`config.mk`:
```
export PLATFORM = sky130hd
export DESIGN_NAME = cordic_arbiter
export DESIGN_NICKNAME = d
export VERILOG_FILES = /design/src/rtl/cordic_arb_pkg.sv /design/src/rtl/rr_picker.sv /design/src/rtl/cordic_arbiter.sv
export SDC_FILE = /design/constraint.sdc
export NUM_CORES = 1
export LEC_CHECK = 0
export BUFFER_PORTS_ARGS = -buffer_cell sky130_fd_sc_hd__buf_4
export CAP_MARGIN = 20
export CORE_AREA = 10 10 197 199
export DETAILED_ROUTE_END_ITERATION = 12
export DIE_AREA = 0 0 207 209
export SLEW_MARGIN = 20
export SYNTH_ARGS = -nofsm -noshare
export SYNTH_HDL_FRONTEND = slang
export SYNTH_SLANG_ARGS = --single-unit
```
`constraint.sdc`:
```
create_clock -name clk -period 2.9 [get_ports clk]
set_input_delay 0.29 -clock clk [delete_from_list [all_inputs] [get_ports clk]]
set_output_delay 0.29 -clock clk [all_outputs]
set_load 0.1 [all_outputs]
```
`src/rtl/cordic_arb_pkg.sv`:
```
// Shared types and helpers for the CORDIC arbiter.
// Optional FLUSH state is enabled by defining CORDIC_ARB_FLUSH_EN.
package cordic_arb_pkg;

    localparam int MAX_OUT_DEFAULT = 24;

    typedef enum logic [1:0] {
        ST_IDLE  = 2'd0,
        ST_GRANT = 2'd1,
        ST_DRAIN = 2'd2
`ifdef CORDIC_ARB_FLUSH_EN
        ,
        ST_FLUSH = 2'd3
`endif
    } arb_state_e;

    // Width of an owner index; never less than one bit.
    function automatic int owner_w(input int n);
        return (n > 1) ? $clog2(n) : 1;
    endfunction

endpackage

```
`src/rtl/rr_picker.sv`:
```
// Round-robin selector: one-hot winner among req, searching from last_owner+1.
module rr_picker #(
    parameter int NUM_REQ = 2,
    parameter int OW      = 1
) (
    input  logic [NUM_REQ-1:0] req,
    input  logic [OW-1:0]      last_owner,
    output logic [NUM_REQ-1:0] winner
);

    logic found;

    always_comb begin
        winner = '0;
        found  = 1'b0;
        for (int i = 1; i <= NUM_REQ; i++) begin
            for (int j = 0; j < NUM_REQ; j++) begin
                if (!found && req[j] && (j == ((int'(last_owner) + i) % NUM_REQ))) begin
                    winner[j] = 1'b1;
                    found     = 1'b1;
                end
            end
        end
    end

endmodule

```
`src/rtl/cordic_arbiter.sv`:
```
// Grants one requester at a time exclusive use of a shared CORDIC core.
// Defining CORDIC_ARB_FLUSH_EN adds a 2-cycle cordic_nrst pulse between owners.
module cordic_arbiter
    import cordic_arb_pkg::*;
#(
    parameter int NUM_REQ       = 2,
    parameter int DATA_WIDTH    = 32,
    parameter int ANGLE_WIDTH   = 16,
    parameter int CORDIC_STAGES = 16,
    parameter int MAX_OUT       = MAX_OUT_DEFAULT
) (
    input  logic                             clk,
    input  logic                             rstn,
    input  logic [NUM_REQ-1:0]               req,
    output logic [NUM_REQ-1:0]               gnt,
    input  logic [NUM_REQ-1:0]               rq_vec_en,
    input  logic [NUM_REQ*DATA_WIDTH-1:0]    rq_vec_xin,
    input  logic [NUM_REQ*DATA_WIDTH-1:0]    rq_vec_yin,
    input  logic [NUM_REQ-1:0]               rq_vec_angle_calc_en,
    input  logic [NUM_REQ-1:0]               rq_rot_en,
    input  logic [NUM_REQ*DATA_WIDTH-1:0]    rq_rot_xin,
    input  logic [NUM_REQ*DATA_WIDTH-1:0]    rq_rot_yin,
    input  logic [NUM_REQ*ANGLE_WIDTH-1:0]   rq_rot_angle_in,
    input  logic [NUM_REQ*CORDIC_STAGES-1:0] rq_rot_microRot_ext_in,
    input  logic [NUM_REQ-1:0]               rq_rot_microRot_ext_vld,
    input  logic [NUM_REQ-1:0]               rq_rot_angle_microRot_n,
    input  logic [NUM_REQ*2-1:0]             rq_rot_quad_in,
    output logic                             cordic_nrst,
    output logic                             cordic_vec_en,
    output logic [DATA_WIDTH-1:0]            cordic_vec_xin,
    output logic [DATA_WIDTH-1:0]            cordic_vec_yin,
    output logic                             cordic_vec_angle_calc_en,
    output logic                             cordic_rot_en,
    output logic [DATA_WIDTH-1:0]            cordic_rot_xin,
    output logic [DATA_WIDTH-1:0]            cordic_rot_yin,
    output logic [ANGLE_WIDTH-1:0]           cordic_rot_angle_in,
    output logic [CORDIC_STAGES-1:0]         cordic_rot_microRot_ext_in,
    output logic                             cordic_rot_microRot_ext_vld,
    output logic                             cordic_rot_angle_microRot_n,
    output logic [1:0]                       cordic_rot_quad_in,
    input  logic                             cordic_vec_opvld,
    input  logic                             cordic_rot_opvld,
    output logic [NUM_REQ-1:0]               rq_vec_opvld,
    output logic [NUM_REQ-1:0]               rq_rot_opvld,
    output logic                             err,
    output logic [1:0]                       dbg_state,
    output logic [$clog2(MAX_OUT+1)-1:0]     dbg_vec_cnt,
    output logic [$clog2(MAX_OUT+1)-1:0]     dbg_rot_cnt
);

    localparam int OW = owner_w(NUM_REQ);
    localparam int CW = $clog2(MAX_OUT + 1);

    // Where GRANT/DRAIN go once the channel is quiet.
`ifdef CORDIC_ARB_FLUSH_EN
    localparam arb_state_e EXIT_ST = ST_FLUSH;
`else
    localparam arb_state_e EXIT_ST = ST_IDLE;
`endif

    arb_state_e          state_q, state_d;
    logic [NUM_REQ-1:0]  gnt_q, gnt_d;
    logic [OW-1:0]       owner_q, owner_d;
    logic [CW-1:0]       vec_cnt_q, vec_cnt_d, rot_cnt_q, rot_cnt_d;
    logic                err_q, err_d;
    logic                vec_err, rot_err;
    logic [NUM_REQ-1:0]  winner;
    logic                req_own;
    logic                active;
`ifdef CORDIC_ARB_FLUSH_EN
    logic                flush_cnt_q, flush_cnt_d;
`endif

    rr_picker #(.NUM_REQ(NUM_REQ), .OW(OW)) u_rr_picker (
        .req        (req),
        .last_owner (owner_q),
        .winner     (winner)
    );

    function automatic logic [OW-1:0] enc(input logic [NUM_REQ-1:0] oh);
        logic [OW-1:0] idx;
        idx = '0;
        for (int k = 0; k < NUM_REQ; k++) begin
            if (oh[k]) idx = OW'(k);
        end
        return idx;
    endfunction

    // Returns {error, next count}. An en+opvld pair on an empty counter
    // counts the new op and drops the stray valid.
    function automatic logic [CW:0] cnt_next(input logic [CW-1:0] c, input logic fwd,
                                             input logic vld);
        logic          e;
        logic [CW-1:0] n;
        e = 1'b0;
        n = c;
        case ({fwd, vld})
            2'b10: if (c == CW'(MAX_OUT)) e = 1'b1; else n = c + 1'b1;
            2'b01: if (c == '0) e = 1'b1; else n = c - 1'b1;
            2'b11: if (c == '0) begin e = 1'b1; n = CW'(1); end
            default: ;
        endcase
        return {e, n};
    endfunction

    // Data path: everything to the CORDIC comes from the granted slice only.
    always_comb begin
        cordic_vec_en               = 1'b0;
        cordic_vec_xin              = '0;
        cordic_vec_yin              = '0;
        cordic_vec_angle_calc_en    = 1'b0;
        cordic_rot_en               = 1'b0;
        cordic_rot_xin              = '0;
        cordic_rot_yin              = '0;
        cordic_rot_angle_in         = '0;
        cordic_rot_microRot_ext_in  = '0;
        cordic_rot_microRot_ext_vld = 1'b0;
        cordic_rot_angle_microRot_n = 1'b0;
        cordic_rot_quad_in          = '0;
        for (int k = 0; k < NUM_REQ; k++) begin
            if (gnt_q[k]) begin
                cordic_vec_en               |= rq_vec_en[k];
                cordic_vec_xin              |= rq_vec_xin[k*DATA_WIDTH +: DATA_WIDTH];
                cordic_vec_yin              |= rq_vec_yin[k*DATA_WIDTH +: DATA_WIDTH];
                cordic_vec_angle_calc_en    |= rq_vec_angle_calc_en[k];
                cordic_rot_en               |= rq_rot_en[k];
                cordic_rot_xin              |= rq_rot_xin[k*DATA_WIDTH +: DATA_WIDTH];
                cordic_rot_yin              |= rq_rot_yin[k*DATA_WIDTH +: DATA_WIDTH];
                cordic_rot_angle_in         |= rq_rot_angle_in[k*ANGLE_WIDTH +: ANGLE_WIDTH];
                cordic_rot_microRot_ext_in  |= rq_rot_microRot_ext_in[k*CORDIC_STAGES +: CORDIC_STAGES];
                cordic_rot_microRot_ext_vld |= rq_rot_microRot_ext_vld[k];
                cordic_rot_angle_microRot_n |= rq_rot_angle_microRot_n[k];
                cordic_rot_quad_in          |= rq_rot_quad_in[k*2 +: 2];
            end
        end
    end

    // Result valids: opvld is a single-cycle pulse per completed op, routed
    // to the owner only while it holds or drains the channel and has an op
    // outstanding; there is no back-pressure on either side.
    assign active = (state_q == ST_GRANT) || (state_q == ST_DRAIN);

    always_comb begin
        rq_vec_opvld = '0;
        rq_rot_opvld = '0;
        req_own      = 1'b0;
        for (int k = 0; k < NUM_REQ; k++) begin
            if (OW'(k) == owner_q) begin
                req_own         = req[k];
                rq_vec_opvld[k] = active && cordic_vec_opvld && (vec_cnt_q != '0);
                rq_rot_opvld[k] = active && cordic_rot_opvld && (rot_cnt_q != '0);
            end
        end
    end

    always_comb begin
        {vec_err, vec_cnt_d} = cnt_next(vec_cnt_q, cordic_vec_en, cordic_vec_opvld);
        {rot_err, rot_cnt_d} = cnt_next(rot_cnt_q, cordic_rot_en, cordic_rot_opvld);
        err_d   = err_q | vec_err | rot_err;
        state_d = state_q;
        gnt_d   = gnt_q;
        owner_d = owner_q;
`ifdef CORDIC_ARB_FLUSH_EN
        flush_cnt_d = 1'b0;
`endif
        unique case (state_q)
            ST_IDLE: begin
                if (|req) begin
                    gnt_d   = winner;
                    owner_d = enc(winner);
                    state_d = ST_GRANT;
                end
            end
            ST_GRANT: begin
                if (!req_own) begin
                    gnt_d   = '0;
                    state_d = (vec_cnt_d == '0 && rot_cnt_d == '0) ? EXIT_ST : ST_DRAIN;
                end
            end
            ST_DRAIN: begin
                if (vec_cnt_d == '0 && rot_cnt_d == '0) state_d = EXIT_ST;
            end
`ifdef CORDIC_ARB_FLUSH_EN
            ST_FLUSH: begin
                flush_cnt_d = 1'b1;
                if (flush_cnt_q) state_d = ST_IDLE;
            end
`endif
            default: state_d = ST_IDLE;
        endcase
    end

    always_ff @(posedge clk or negedge rstn) begin
        if (!rstn) begin
            state_q     <= ST_IDLE;
            gnt_q       <= '0;
            owner_q     <= OW'(NUM_REQ - 1);
            vec_cnt_q   <= '0;
            rot_cnt_q   <= '0;
            err_q       <= 1'b0;
`ifdef CORDIC_ARB_FLUSH_EN
            flush_cnt_q <= 1'b0;
`endif
        end else begin
            state_q     <= state_d;
            gnt_q       <= gnt_d;
            owner_q     <= owner_d;
            vec_cnt_q   <= vec_cnt_d;
            rot_cnt_q   <= rot_cnt_d;
            err_q       <= err_d;
`ifdef CORDIC_ARB_FLUSH_EN
            flush_cnt_q <= flush_cnt_d;
`endif
        end
    end

`ifdef CORDIC_ARB_FLUSH_EN
    assign cordic_nrst = rstn & (state_q != ST_FLUSH);
`else
    assign cordic_nrst = rstn;
`endif

    assign gnt         = gnt_q;
    assign err         = err_q;
    assign dbg_state   = state_q;
    assign dbg_vec_cnt = vec_cnt_q;
    assign dbg_rot_cnt = rot_cnt_q;

endmodule

```
==> metrics.txt, run 1 <==
largest net degree at the start of global routing=96; initial antenna violation count=22; area delta synth->final=156.5%; area of the die=43,260 um2; Critical Setup Path Class=register to register; minimum setup slack among reg-to-reg paths=-0.04 ns; violation count after the first detailed-route iteration=345; TritonCTS Buffers=3; number of sinks driven by the clock tree=16; first drt pass iteration count=5; Min Clock Period, post-route=2.944 ns; Crit path required time=3.03 ns; Clock Latency Late Sink=0.25 ns; tightest slew margin relative to the limit=33.62%; synthesized area per cell=8.450 um2; endpoint of the most critical register-to-register path=dbg_state[0]; unrepaired setup endpoints after global routing=true; Hold WC Path Type=primary input to register; NumNets Final=1,207; fin area=7651 um2; number of warnings printed during yosys synthesis=0; filler instances=3,879; maximum fanout along the worst path=4; Clock Tree Root=clkbuf_16; count of state elements after synthesis=16; least setup slack across all paths after layout=-0.04352 ns; number of distinct library cells after synthesis=57; most common library cell in the layout ignoring fill and taps=buf_4; layout cells sized above 1=69.04%; number of flops mapped to enable cells by yosys=0; Post-synth top flop=dfrtp_1; maximum count of clock buffers along a single path=2; run status=finished with violations; clock tree from TritonCTS=built; sequential area share after synthesis=13.46%; detailed-route via count=5,387; commonest non-fill, non-tap cells in the layout=544 x buf_4, 165 x a22o_1, 11 x nand2_1, 8 x inv_1, 8 x ha_1; Min Hold Slack=0.2270 ns; Rows=69; cell type with the highest aggregate area in the netlist=a22o_1; synthesized netlist cell count=353; data arrival time of the critical path=3.08 ns; largest cells by area after synthesis=a22o_1 48%, dfrtp_1 13%, clkbuf_1 5.0%; routed wire length=30,900 um; transition time of the tightest slew-check pin=0.9958 ns; antenna violation net count after detailed routing=0; worst setup slack after placement=0.04470 ns; Pins Over Slew Limit=0; Final setup viols=1; Hold Crit Depth=2; Max Cap Viol=0; maximum clock skew at final layout=0.002910 ns; share of the core filled with cells in the final layout=21.83%; Endpoint, Worst Hold=owner_q; violated checks=negative setup slack; wire length of the first global-routing pass=41,030 um; half-perimeter wire length after placement=27,530 um; H-tree Lvls=1; final critical-path share of the clock period=101.5%; synthesized netlist net count=703; Port-buffer cells=526; instance area at placement=7462 um2; total core area=35,050 um2; post-synth top area share=48.45%; worst-case reg-to-reg path depth=10; async set-or-reset flop fraction in the synthesized netlist=100.0%; Reg-to-Reg Start=dbg_vec_cnt[0]; final estimated routing congestion in global placement=0.9018; Hold Crit Start=req[0]; routed vias/inst=4.069; horizontal extent of the die=207 um; DRC Markers=0; Critical Path Source Type=register; maximum operating frequency=339.7 MHz; area of the mapped netlist=2983 um2; via count of the first global-routing pass=5,461; GR Overflow Total=0; effective utilization at floorplan=8.510%; kind of capture point of the worst setup path=register; height of the die=209 um; clock-pin slew of the registers on the worst-case setup and hold paths=0.05 ns; Final Hold Vio Count=0; total I/O pin count=527; GRT Resource Usage Total=12.77%; Routed WL per cell=23.34 um
## what timing repair did
item / CTS / global route
hold buffers: 1 / 0
buffers inserted: 0 / 5
endpoints found under the hold margin: 15 / 0
resized for setup: 0 / 5
endpoints found under the setup margin: 0 / 1
## cell families after synthesis
group / count (synthesis) / share of synthesized area, %
DFF: 16 / 13.46
AOI/OAI and AO/OA: 203 / 58.68
muxes: 9 / 3.733
buffers and inverters: 60 / 8.557
and+or+nand+nor: 55 / 11.37
adders and majority gates: 10 / 4.195
## layout make-up
type / count / area, um2 / area share [%]
diodes: 7 / 17.52 / 0.2289
clock buffers: 4 / 88.84 / 1.161
repair buffers: 545 / 4094 / 53.51
multi-input cells: 277 / 2380 / 31.10
flip-flops and latches: 16 / 431.7 / 5.642
well taps: 461 / 576.8 / 7.539
inverters: 14 / 62.56 / 0.8177
## metrics by stage
step	TNS, ns	std cells
floorplan	0	353
global placement	0	1307
detailed placement	0	1307
CTS	0	1312
global route	-0.1066	1322
finish	-0.04352	1324
## flip-flops by register name, indices dropped and copies added, names as in the netlist
name / cells
dbg_rot_cnt: 5
dbg_state: 2
dbg_vec_cnt: 5
err: 1
gnt: 2
owner_q: 1
## critical path, stage by stage, from the launching register on
cell and delay, ns:
dfrtp_4 0.50, inv_6 0.09, ha_4 0.12, or4b_4 0.48
ha_4 0.27, mux2_2 0.13, o211ai_1 0.16, nor4_2 0.34
nand4b_1 0.20, a21oi_2 0.22, mux2_4 0.31
## worst max-delay path by stage
stage	startpoint	slack [ns]	depth (start not counted)	end
floorplan	dbg_rot_cnt[0]	0.02	11	dbg_state[0]
global placement	dbg_rot_cnt[1]	0.15	11	dbg_state[0]
detailed placement	dbg_vec_cnt[0]	0.04	10	dbg_state[0]
CTS	dbg_rot_cnt[0]	0.03	11	dbg_state[0]
global route	dbg_vec_cnt[0]	-0.11	10	dbg_state[0]
finish	dbg_vec_cnt[0]	-0.04	10	dbg_state[0]
## synth_stat cells (4+ instances only)
master / instances
a22o_1: 165
o21ai_0: 5
nor2_1: 10
a21oi_1: 5
nand4b_1: 5
mux2i_1: 4
clkbuf_1: 40
ha_1: 10
dfrtp_1: 15
a211oi_1: 4
nand2_1: 11
inv_1: 12
nand3_1: 5
## routing by layer
metal	wire length (um)	up-vias	GRT usage, %
met2	14180	386	20.36
met4	675	14	3.624
li1	-	2480	-
met5	75	-	0
met3	4290	40	7.471
met1	11670	2467	14.13
Power of run 1 is left out: the tool's default activity adds up to more than one toggle a clock period on the data nets, which glitch-free logic cannot reach.
==> run 2: changes to the inputs <==
BUFFER_PORTS_ARGS = not set   (was -buffer_cell sky130_fd_sc_hd__buf_4)
CORE_AREA = 10 10 198 200   (was 10 10 197 199)
DIE_AREA = 0 0 208 210   (was 0 0 207 209)
DONT_BUFFER_PORTS = 1   (was not set)
==> run 2 against run 1 <==
The flow now finishes without violations. Core utilization shrank 7.4 points. Count of clock-buffer cells in the layout unchanged. Clock skew about the same. Via count fell by 22%. Design area is 34% lower. First-iteration DRC count grew 26%. Critical path type unchanged. Largest cell class is now multi-input combinational cells.
==> metrics.txt, run 2 (synthesis gave the netlist of run 1 again) <==
Global Route met1 Usage=10.49% (-3.6 points); DRC Markers=0 (unchanged); least setup slack across all paths after layout=0.04284 ns (+0.08636 ns); layout cells sized above 1=48.24% (-21 points); total core area=35,220 um2 (+0.49%); initial antenna violation count=23 (+4.5%); Pins Over Slew Limit=0 (unchanged); Final Hold Vio Count=0 (unchanged); Hold WC Path Type=primary input to register; commonest non-fill, non-tap cells in the layout=199 x buf_4, 165 x a22o_1, 11 x nand2_1, 8 x ha_1, 7 x inv_1; most common library cell in the layout ignoring fill and taps=buf_4; Port-buffer cells=0 (-100%); violation count after the first detailed-route iteration=436 (+26%); half-perimeter wire length after placement=25,750 um (-6.4%); area of the die=43,680 um2 (+0.96%); instance area at placement=4870 um2 (-35%); H-tree Lvls=1 (unchanged); tightest slew margin relative to the limit=37.49% (+3.9 points); worst setup slack after placement=-0.01015 ns (-0.05485 ns); Max Cap Viol=0 (unchanged); final estimated routing congestion in global placement=0.8506 (-5.7%); Critical Path Source Type=register; Critical Path Most Common Cell=buf_4; GRT Resource Usage Total=11.28% (-1.5 points); largest net degree at the start of global routing=89 (-7.3%); detailed-route via count=4,176 (-22%); maximum clock skew at final layout=0.002880 ns (-0.00003036 ns); share of the core filled with cells in the final layout=14.41% (-7.4 points); global-route met2 utilization=19.27% (-1.1 points); final critical-path share of the clock period=98.52% (-3.0 points); kind of capture point of the worst setup path=register; clock tree from TritonCTS=built; TritonCTS Buffers=3 (unchanged); antenna violation net count after detailed routing=0 (unchanged); clock-pin slew of the registers on the worst-case setup and hold paths=0.05 ns (about the same); GR Overflow Total=0 (unchanged); Clock Latency Late Sink=0.25 ns (about the same); first drt pass iteration count=4 (-1); Critical Path Slowest Stage Cell=mux4_2; transition time of the tightest slew-check pin=0.9377 ns (-0.05810 ns); Critical Setup Path Class=register to register; area delta synth->final=70.18%; routed vias/inst=4.253 (+4.5%); total I/O pin count=527 (unchanged); Rows=69 (unchanged); met3 capacity usage during global routing=7.274% (-0.20 points); critical path cell sequence=inv_4 -> ha_1 -> nor4b_4 -> buf_4 -> buf_4 -> nor2_1 -> mux4_2 -> nor3_1 -> nand4b_1 -> a21oi_2 -> mux2_4; Final setup viols=0 (-1); maximum operating frequency=350.0 MHz (+3.0%); routed wire length=28,110 um (-9.0%); via count of the first global-routing pass=4,167 (-24%); height of the die=210 um (+0.48%); horizontal extent of the die=208 um (+0.48%); effective utilization at floorplan=8.468% (-0.042 points); number of sinks driven by the clock tree=16 (unchanged); maximum fanout along the worst path=4 (unchanged); Crit path required time=3.03 ns (about the same); Clock Tree Root=clkbuf_16; NumNets Final=863 (-29%); slowest stage delay, CP=0.50 ns (about the same); layer with the highest usage after global routing=met2; Min Clock Period, post-route=2.857 ns (-0.08636 ns); data arrival time of the critical path=2.99 ns (-0.09 ns); fin area=5076 um2 (-34%); run status=finished clean; maximum count of clock buffers along a single path=2 (unchanged); Routed WL per cell=28.62 um (+23%); wire length of the first global-routing pass=35,620 um (-13%)
-- run 2: changes by cell type in the layout (fill, tap and decap cells not counted), sizes merged --
cell / previous run / this run
diode: 7 / 9
buf: 544 / 200
-- run 2: layout make-up --
type,instances,area (um2)
inverters,14,62.56
diodes,9,22.52
repair buffers,201,1524
clock buffers,4,78.83
fillers,3932,30150
well taps,461,576.8
multi-input cells,277,2380
flip-flops and latches,16,431.7
-- run 2: worst paths after layout --
path / from / end / slack, ns / cells after the start
setup / recovery: dbg_rot_cnt[0] / dbg_state[0] / 0.04 / 11
hold / removal: req[0] / owner_q / 0.11 / 1
setup reg to reg: dbg_rot_cnt[0] / dbg_state[0] / 0.04 / 11
hold reg to reg: owner_q / owner_q / 0.56 / 2
max in group asynchronous: rstn / dbg_vec_cnt[0] / 1.77 / 1
min in group asynchronous: rstn / dbg_rot_cnt[0] / 0.56 / 1
-- run 2: stage by stage --
stage	setup TNS (ns)	cells	hold WS, ns
2_1_floorplan	0	353	-0.005591
3_3_place_gp	0	960	-0.005095
3_5_place_dp	-0.01015	960	-0.005033
4_1_cts	0	968	0.1010
5_1_grt	-0.04069	980	0.1202
6_report	0	982	0.1054
-- run 2: repair_timing --
action                     CTS  global route
gates resized for setup      0             6
hold endpoints to repair    16             0
setup buffers                3             5
pin swaps                    2             6
hold buffers                 1             0
setup endpoints to repair    1             2
-- run 2: metal layers --
metal  part of all wire (%)  up-vias
li1                       -     1792
met1                     32     1940
met2                     50      396
met3                     15       36
met4                    2.5       12
met5                   0.28        -
-- run 2: worst max-delay path, delay by kind of cell (launching register included) --
family | cells | cell delay (ns)
AO/OA/AOI/OAI | 1 | 0.21
adder cells (fa/ha/maj) | 1 | 0.18
buffers and inverters | 3 | 0.31
flip-flops | 1 | 0.48
multiplexers | 2 | 0.81
AND/OR/NAND/NOR | 4 | 0.73
Power of run 2 is left out for the same reason.
